===== config.mk =====
export PLATFORM = sky130hd
export DESIGN_NAME = dff_pipe_sync_rst_set
export DESIGN_NICKNAME = d
export VERILOG_FILES = /design/src/rtl/dff_pipe_sync_rst_set_pkg.sv /design/src/rtl/dff_sync_reset_set_en.sv /design/src/rtl/dff_pipe_sync_rst_set.sv
export SDC_FILE = /design/constraint.sdc
export NUM_CORES = 1
export LEC_CHECK = 0
export BUFFER_PORTS_ARGS = -buffer_cell sky130_fd_sc_hd__buf_2
export CORE_ASPECT_RATIO = 0.9
export CORE_MARGIN = 4
export CORE_UTILIZATION = 35
export CTS_CLUSTER_SIZE = 8
export DETAILED_ROUTE_END_ITERATION = 8
export GPL_TIMING_DRIVEN = 0
export PLACE_DENSITY_LB_ADDON = 0.05
export SYNTH_ARGS = -nofsm -noshare
export SYNTH_HDL_FRONTEND = slang
export SYNTH_SLANG_ARGS = --single-unit
export TNS_END_PERCENT = 30

===== constraint.sdc =====
create_clock -name CLK -period 2.98 [get_ports CLK]
set_input_delay 0.596 -clock CLK [delete_from_list [all_inputs] [get_ports CLK]]
set_output_delay 0.596 -clock CLK [all_outputs]
set_load 0.02 [all_outputs]

===== src/rtl/dff_pipe_sync_rst_set_pkg.sv =====
// Shared helpers for the register pipeline: only the ceiling-log2 used to
// size the occupancy counter lives here.
package dff_pipe_sync_rst_set_pkg;

    // Smallest r with 2**r >= value; evaluated at elaboration for port widths.
    function automatic int clog2(input int value);
        int r;
        r = 0;
        for (int i = 0; i < 32; i++) begin
            if ((1 << r) < value) begin
                r = r + 1;
            end
        end
        return r;
    endfunction

endpackage


===== src/rtl/dff_sync_reset_set_en.sv =====
// One WIDTH-bit pipeline stage: synchronous reset beats synchronous set,
// which beats the load enable; otherwise the stage holds its value.
module dff_sync_reset_set_en
    import dff_pipe_sync_rst_set_pkg::*;
#(
    parameter int               WIDTH     = 8,
    parameter logic [WIDTH-1:0] RESET_VAL = {WIDTH{1'b0}},
    parameter logic [WIDTH-1:0] SET_VAL   = {WIDTH{1'b1}}
) (
    input  logic             CLK,
    input  logic             RESET,
    input  logic             SET,
    input  logic             EN,
    input  logic [WIDTH-1:0] D,
    output logic [WIDTH-1:0] Q
);

    logic [WIDTH-1:0] data_q;
    logic [WIDTH-1:0] data_d;

    always_comb begin
        data_d = data_q;
        if (SET) begin
            data_d = SET_VAL;
        end else if (EN) begin
            data_d = D;
        end
    end

    always_ff @(posedge CLK) begin
        if (RESET) begin
            data_q <= RESET_VAL;
        end else begin
            data_q <= data_d;
        end
    end

    assign Q = data_q;

endmodule


===== src/rtl/dff_pipe_sync_rst_set.sv =====
// Parametrised delay line of DEPTH register stages with per-stage valid flags
// and a registered count of how many stages currently hold valid data.
module dff_pipe_sync_rst_set
    import dff_pipe_sync_rst_set_pkg::*;
#(
    parameter int               WIDTH     = 8,
    parameter int               DEPTH     = 4,
    parameter logic [WIDTH-1:0] RESET_VAL = {WIDTH{1'b0}},
    parameter logic [WIDTH-1:0] SET_VAL   = {WIDTH{1'b1}}
) (
    input  logic                         CLK,
    input  logic                         RESET,
    input  logic                         SET,
    input  logic                         EN,
    input  logic [WIDTH-1:0]             D,
    input  logic                         D_VALID,
    output logic [WIDTH-1:0]             Q,
    output logic                         Q_VALID,
    output logic [clog2(DEPTH+1)-1:0]    OCC
);

    localparam int OCC_W = clog2(DEPTH + 1);
    localparam logic [OCC_W-1:0] OCC_FULL = OCC_W'(DEPTH);

    logic [DEPTH:0][WIDTH-1:0] dataChain;
    logic [DEPTH-1:0]          valid_q;
    logic [DEPTH-1:0]          valid_d;
    logic [OCC_W-1:0]          occ_q;
    logic [OCC_W-1:0]          occ_d;

    assign dataChain[0] = D;

    for (genvar i = 0; i < DEPTH; i++) begin : g_stage
        dff_sync_reset_set_en #(
            .WIDTH     (WIDTH),
            .RESET_VAL (RESET_VAL),
            .SET_VAL   (SET_VAL)
        ) u_stage (
            .CLK   (CLK),
            .RESET (RESET),
            .SET   (SET),
            .EN    (EN),
            .D     (dataChain[i]),
            .Q     (dataChain[i+1])
        );
    end

    always_comb begin
        valid_d = valid_q;
        if (SET) begin
            valid_d = {DEPTH{1'b1}};
        end else if (EN) begin
            valid_d[0] = D_VALID;
            for (int i = 1; i < DEPTH; i++) begin
                valid_d[i] = valid_q[i-1];
            end
        end
    end

    // The count tracks entries and exits instead of summing flags, so it
    // only moves when exactly one valid item enters or leaves on a shift.
    always_comb begin
        occ_d = occ_q;
        if (SET) begin
            occ_d = OCC_FULL;
        end else if (EN) begin
            case ({D_VALID, valid_q[DEPTH-1]})
                2'b10: if (occ_q != OCC_FULL) occ_d = occ_q + 1'b1;
                2'b01: if (occ_q != '0)       occ_d = occ_q - 1'b1;
                default: occ_d = occ_q;
            endcase
        end
    end

    always_ff @(posedge CLK) begin
        if (RESET) begin
            valid_q <= '0;
            occ_q   <= '0;
        end else begin
            valid_q <= valid_d;
            occ_q   <= occ_d;
        end
    end

    assign Q       = dataChain[DEPTH];
    assign Q_VALID = valid_q[DEPTH-1];
    assign OCC     = occ_q;

endmodule


# After elaboration in Yosys (flattened, before gate mapping)
# Index checks and enable logic that the tools add are counted.
# Widths: inputs -> output; s select.
# word_totals
register_bits	39
output_inout_bits	12
inputBits	13
# classes
n_addsub	2
eq_ne	7
muxes	15
n_reduce_logical	7
# op_table
op	n
$mux 8	8
$mux 3	4
$ne 3x3->1 const B	3
$mux 4	2
$reduce_and 4->1	2
$pmux 3 s2	1
$reduce_bool 3->1	2
$ne 2x2->1 const B	2
$reduce_bool 2->1	2
$add 3x1->3 const B	1
$sub 3x1->3 const B	1
$eq 2x1->1 const B	1
$eq 2x2->1 const B	1
$reduce_or 2->1	1

# Longest topological paths before layout
# Gate-level depths: netlist of the first run.
# logic_depth
word_depth	5
ltp_mapped	7
mapped_depth_nobuf	7

# Cells and area by module
# Synthesis of the first run repeated with hierarchy kept, for this count alone.
# hier_totals
hier_cells	143
area_unflattened_um2	1579.0
# modules_own_cells
mod	cells_each	seq_area_each_um2	area_each_um2	n_inst
dff_sync_reset_set_en	27	160.2	299.0	4
dff_pipe_sync_rst_set	35	140.1	382.9	1

# Worst setup path before layout of the first run
# OpenSTA, ideal clock, no wires.
# synth_path
kind	input port to flip-flop
from	input port D_VALID
to	register occ_q[2] (netlist: OCC[2])
setup_time_ns	0.074
setup_slack_ns	1.024
arrival_time_ns	1.881
cell_stages	7
cell_sequence	and2b_2 xor2_1 ha_1 nor2_1 mux2i_4 or3_1 a31oi_1
# synth_between
elab_chain_cells	4
word_cells_on_any_way	9
cone_classes	4 x eq/ne; 3 x mux; 2 x reduce/logical
# synth_rtl
element	line	text
start, declared	dff_pipe_sync_rst_set.sv:16	input logic D_VALID,
$eq 2x1->1 / $eq 2x2->1 (equally long branches)	dff_pipe_sync_rst_set.sv:67	case ({D_VALID, valid_q[DEPTH-1]})
$pmux 3 s2	dff_pipe_sync_rst_set.sv:67	
$mux 3	dff_pipe_sync_rst_set.sv:66	end else if (EN) begin
$mux 3	dff_pipe_sync_rst_set.sv:64	if (SET) begin
end signal, assigned	dff_pipe_sync_rst_set.sv:78	occ_q <= '0;
end signal, assigned	dff_pipe_sync_rst_set.sv:81	occ_q <= occ_d;
end, declared	dff_pipe_sync_rst_set.sv:28	logic [OCC_W-1:0] occ_q;
# Parallel ways exist; a longest one is shown, timed or not. The select of a mux whose other input is x is not followed.
# A chain may end at the register's enable or synchronous reset.

# Final worst setup path of the first run
# Same ends and word-level chain as after synthesis.

==> flow_metrics.tcl, run 1 <==
set metrics [dict create \
    numCtsBuffers 5 \
    slew_headroom 0.666 \
    ctsHoldBuffers 0 \
    path_clk_slew_ns 0.07 \
    io_pins 25 \
    hold_viol 0 \
    initial_core_util 0.373 \
    vias 1073 \
    rsz0062_at_grt "false" \
    syn_avg_cell_area_sq_um 10.8 \
    ir_drop_v 0.000442 \
    max-cap-violations 0 \
    fin_crit_sh 0.628 \
    start_kind "input pin" \
    finalSetupViolCount 0 \
    required_ns 3.19 \
    pwr-share-comb 0.124 \
    critical_path.top_delay_family "simple AND/OR/NAND/NOR gates" \
    htreeDepth 2 \
    hpwlAfterDp_um 2200 \
    syn-num-nets 160 \
    cts_root_buf "clkbuf_8" \
    crit_slowest_cell "or3_1" \
    antenna_found_initial 0 \
    clk_latency_ns 0.29 \
    hp-class "input pin to register" \
    ant_nets 0 \
    pwr_density_cell_nw_per_um2 629 \
    p_int_w 0.000902 \
    p_sw_w 0.000276 \
    slew_violations 0 \
    fillers 427 \
    post_cts_buffers 0 \
    post-route-min-period_ns 1.87 \
    grt_max_degree 13 \
    vias_per_cell 4.55 \
    path_cells "buf_2 > and2b_2 > xor2_1 > ha_1 > nor2_1 > mux2i_4 > or3_1 > a31oi_1" \
    clock_skew_ns 0.00771 \
    drc 0 \
    path_class "input pin to register" \
    tightestPinTransition_ns 0.501 \
    dp.cells 228 \
    crit_fanout 4 \
    syn_area_sq_um 1570 \
    drive_gt1_frac 0.261 \
    crit_buf_inv 1 \
    layout_common_cells "dfxtp_1, mux2i_1, a21oi_1, buf_2, buf_4" \
    crit_arrival_ns 2.08 \
    portBuffers 22 \
    yosysWarnings 0 \
    power_frac_seq 0.497 \
    p_leak_nw 0.874 \
    cts_tree "done" \
    n_antenna_cell 0 \
    fin_setup_tns_ns 0 \
    row_count 22 \
    cp-end-kind "register" \
    ys_seq_elements 39 \
    nets 189 \
    status "finished clean" \
    synthDistinctLibCells 18 \
    area_growth_pct 19.3 \
    drtPass1Iterations 4 \
    final_cells 236 \
    grt_pass1_wl_um 5020 \
    grt-ovfl-total 0 \
    final_common_cell "dfxtp_1" \
    routedWlPerCell_um 12.7 \
    power_w 0.00118 \
    clkPwrFrac 0.379 \
    cp_slowest_stage_delay_ns 0.31 \
    dieArea_sq_um 5620 \
    max_freq_mhz 534 \
    coreArea_sq_um 4210 \
    grt_usage 0.117 \
    die_x_um 78.6 \
    gp_congestion 0.715 \
    yosysSeqAreaShare 0.497 \
    routed_wirelength_um 3000 \
    swShare 0.234 \
    die_h_um 71.5 \
    synthCells 146 \
    clock_path_buffers 2 \
    drt_iter0_drc 18 \
    cts_resized 0 \
    grt_pass1_vias 1030 \
    cts_sinks 39 \
]
cell usage after synthesis (all sizes together):
cell | number | area, sq um
o21ai | 1 | 5.00
xor2 | 4 | 35.0
a31oi | 1 | 6.26
buf | 14 | 90.1
dfxtp | 39 | 781
nor3 | 2 | 10.0
mux2i | 38 | 393
o311ai | 1 | 16.3
nor2 | 1 | 3.75
and2b | 1 | 8.76
clkbuf | 5 | 18.8
ha | 1 | 12.5
or3 | 1 | 6.26
a21oi | 36 | 180
inv | 1 | 3.75
cell families after synthesis:
logic type | synth area share
xor gates and xnor gates | 0.0223
adders and majority gates | 0.00797
and+or+nand+nor | 0.0183
DFF | 0.497
muxes | 0.250
buffers and inverters | 0.0717
AOI/OAI and AO/OA | 0.132
flip-flops by register name, summed over array words and instances, names as in the netlist:
| name | flops |
|---|---|
| OCC | 3 |
| g_stage.u_stage.Q | 32 |
| valid_q | 4 |
cell type report:
type                    instances  area, sq um  area share
plain buffers                  19          109      0.0581
clock buffers                   6         82.6      0.0441
clock inverters                 2         35.0      0.0187
inverters                       1         3.75     0.00200
multi-input cells              87          677       0.361
flip-flops and latches         39          781       0.417
well taps                      60         75.1      0.0401
repair buffers                 22          110      0.0588
power groups by stage:
stage	combinational [W]	sequential, W	clock [W]
2_1_floorplan	0.000111	0.000592	0
3_3_place_gp	0.000144	0.000596	0
3_5_place_dp	0.000148	0.000597	0
4_1_cts	0.000148	0.000585	0.000458
5_1_grt	0.000162	0.000590	0.000485
6_report	0.000146	0.000585	0.000447
worst register-to-register path: stages (launching register included):
cell and delay, ns:
dfxtp_1 0.34, and2b_2 0.24, xor2_1 0.15, ha_1 0.22
nor2_1 0.17, mux2i_4 0.09, or3_1 0.31, a31oi_1 0.16
path summary, 6_finish.rpt:
kind	startpoint	end	slack (ns)	cells after the start
setup / recovery	D_VALID	OCC[2]	1.11	8
hold reg to reg	g_stage[3].u_stage.Q[2]	g_stage[3].u_stage.Q[2]	0.54	2
hold / removal	SET	OCC[1]	0.52	2
setup reg to reg	valid_q[3]	OCC[2]	1.21	7
through the flow:
stage	hold slack, ns	instance area [sq um]	util	setup slack, ns
after floorplan	0.513	1570	-	1.02
after global placement	0.525	1760	0.417	0.848
after detailed placement	0.536	1760	0.417	0.800
after CTS	0.508	1870	0.445	1.10
after global routing	0.500	1870	0.445	0.984
final	0.517	1870	0.445	1.11
per-layer routing:
metal | part of all wire | global-route usage | vias to the layer above | wire length [um]
met2 | 0.44 | 0.169 | 19 | 1320
met3 | 0.053 | 0.0415 | 8 | 159
met5 | 0 | 0 | - | 0
li1 | - | - | 565 | -
met4 | 0.015 | 0.0583 | 0 | 46
met1 | 0.49 | 0.155 | 481 | 1480
Note: power is estimated with default switching activity, not from simulation.
==> run 2, diff against run 1 <==
ABC_AREA = 1   (was default)
clock period = 1.6 ns   (was 2.98 ns; I/O delays follow)
==> flow_metrics.tcl, run 2 <==
set metrics [dict create \
    drive_gt1_frac 0.236 \
    hold_viol 0 \
    grt_pass1_wl_um 6170 \
    syn-num-nets 228 \
    finalSetupViolCount 0 \
    n_antenna_cell 0 \
    slew_violations 0 \
    post-route-min-period_ns 1.37 \
    required_ns 1.82 \
    clock_skew_ns 0.00457 \
    grt-ovfl-total 0 \
    layout_common_cells "a21oi_1, nand2_1, dfxtp_1, buf_2, buf_4" \
    largest_reg_flops 32 \
    synth.most_common_cell "a21oi_1" \
    cts_root_buf "clkbuf_8" \
    drc 0 \
    cp_slowest_stage_delay_ns 0.40 \
    crit_end "OCC[2]" \
    synth_top_cells_by_count "a21oi_1, nand2_1, dfxtp_1, buf_4, inv_1" \
    cts_tree "done" \
    coreArea_sq_um 4490 \
    cp-startpoint "valid_q[3]" \
    dieArea_sq_um 5860 \
    fin_setup_tns_ns 0 \
    yosysWarnings 0 \
    max_freq_mhz 728 \
    row_count 23 \
    r2r-start "valid_q[3]" \
    yosys-top-cells-area "dfxtp_1, a21oi_1, nand2_1" \
    antenna_found_initial 0 \
    drtPass1Iterations 4 \
    crit_fanout 7 \
    syn_area_sq_um 1640 \
    max-cap-violations 0 \
    io_pins 25 \
    pwr_density_cell_nw_per_um2 1030 \
    cts_sinks 39 \
    cts_resized 0 \
    crit_arrival_ns 1.59 \
    final_cells 308 \
    grt_pass1_vias 1320 \
    r2r_end "OCC[2]" \
    slew_headroom 0.679 \
    portBuffers 24 \
    area_growth_pct 17.1 \
    nets 259 \
    ant_nets 0 \
    ff2ff_setup_slack_ns 0.23 \
    cp-end-kind "register" \
    status "finished clean" \
    syn_avg_cell_area_sq_um 7.68 \
    initial_core_util 0.366 \
    crit_slowest_cell "dfxtp_2" \
    p_leak_nw 0.844 \
    clk_latency_ns 0.28 \
    ys_seq_elements 39 \
    final_common_cell "a21oi_1" \
    post_cts_buffers 0 \
    yosys.area.top_type "dfxtp_1" \
    path_cells "nand3_1 > nand2_1 > inv_1 > ha_1 > inv_1 > nand2_1 > a21oi_2 > nand3_1 > a21oi_1" \
    ctsHoldBuffers 0 \
    rsz0062_at_grt "false" \
    hp-class "input pin to register" \
    synth.top_cell.area_share 0.475 \
    vias 1463 \
    path_clk_slew_ns 0.07 \
    start_kind "register" \
    synth-edff-count 0 \
    gp_congestion 0.732 \
    grt_usage 0.136 \
    synthCells 214 \
    numCtsBuffers 5 \
    clock_path_buffers 2 \
    dp.cells 300 \
    die_x_um 80.2 \
    htreeDepth 2 \
    synth-async-reset-ratio 0 \
    fin_crit_sh 0.859 \
    synthFlopType "dfxtp_1" \
    drt_iter0_drc 38 \
    yosysSeqAreaShare 0.475 \
    die_h_um 73.0 \
    routed_wirelength_um 3680 \
    tightestPinTransition_ns 0.481 \
    synthDistinctLibCells 18 \
    ir_drop_v 0.000475 \
    ff2ff_path_depth 9 \
    grt_max_degree 12 \
    routedWlPerCell_um 11.9 \
    path_class "register to register" \
    vias_per_cell 4.75 \
    hpwlAfterDp_um 2610 \
]
run 2: kinds of logic (layout without fill, tap and decap cells):
kind of cell               count (synthesis)  after routing  synth area share
AOI/OAI and AO/OA                         79             79             0.248
adders and majority gates                  1              1           0.00761
buffers and inverters                     33             65             0.110
DFF                                       39             39             0.475
and+or+nand+nor                           62             62             0.159
run 2: worst min-delay path by stage:
| stage | cells past startpoint | end | start | slack (ns) |
|---|---|---|---|---|
| 2_1_floorplan | 2 | g_stage[1].u_stage.Q[0] | g_stage[1].u_stage.Q[0] | 0.44 |
| 3_3_place_gp | 2 | g_stage[1].u_stage.Q[4] | g_stage[1].u_stage.Q[4] | 0.46 |
| 3_5_place_dp | 2 | g_stage[1].u_stage.Q[2] | g_stage[1].u_stage.Q[2] | 0.45 |
| 4_1_cts | 3 | OCC[0] | RESET | 0.29 |
| 5_1_grt | 3 | OCC[0] | RESET | 0.30 |
| 6_report | 3 | OCC[0] | RESET | 0.30 |
run 2: through the flow:
stage	hold WS, ns	util	total power [W]	cell area [sq um]	setup WS, ns
floorplan	0.444	-	0.00130	1640	0.154
detailed placement	0.454	0.410	0.00138	1840	0.0567
global placement	0.455	0.410	0.00138	1840	0.0769
global route	0.296	0.428	0.00210	1920	0.0822
finish	0.301	0.428	0.00199	1920	0.226
CTS	0.289	0.428	0.00203	1920	0.111
run 2: per-layer routing:
| layer | up-vias | routed length [um] | track usage |
|---|---|---|---|
| li1 | 763 | - | - |
| met1 | 677 | 1840 | 0.180 |
| met2 | 19 | 1680 | 0.217 |
| met3 | 4 | 130 | 0.0370 |
| met4 | 0 | 35 | 0.0450 |
| met5 | - | 0 | 0 |
run 2: cell type report:
type                            count  area (sq um)
Buffer                             23           144
Fill cell                         498          2570
Tap cell                           62          77.6
Timing Repair Buffer               24           120
Clock buffer                        7          76.3
Clock inverter                      1          5.00
Multi-Input combinational cell    142           681
Sequential cell                    39           782
Inverter                           10          37.5
run 2: worst max-delay path: cells and delay by family (launching register included):
family	cells	cell delay, ns
DFF	1	0.40
AOI/OAI and AO/OA	2	0.27
adders and majority gates	1	0.16
buffers and inverters	2	0.10
and+or+nand+nor	4	0.38
run 2: where the power goes:
group          switching [W]  total, W  leakage [nW]  internal, W
clock network       0.000326  0.000632        0.0422     0.000306
registers          0.0000380   0.00108         0.326      0.00104
logic               0.000167  0.000280         0.475     0.000113
total               0.000531   0.00199         0.844      0.00146
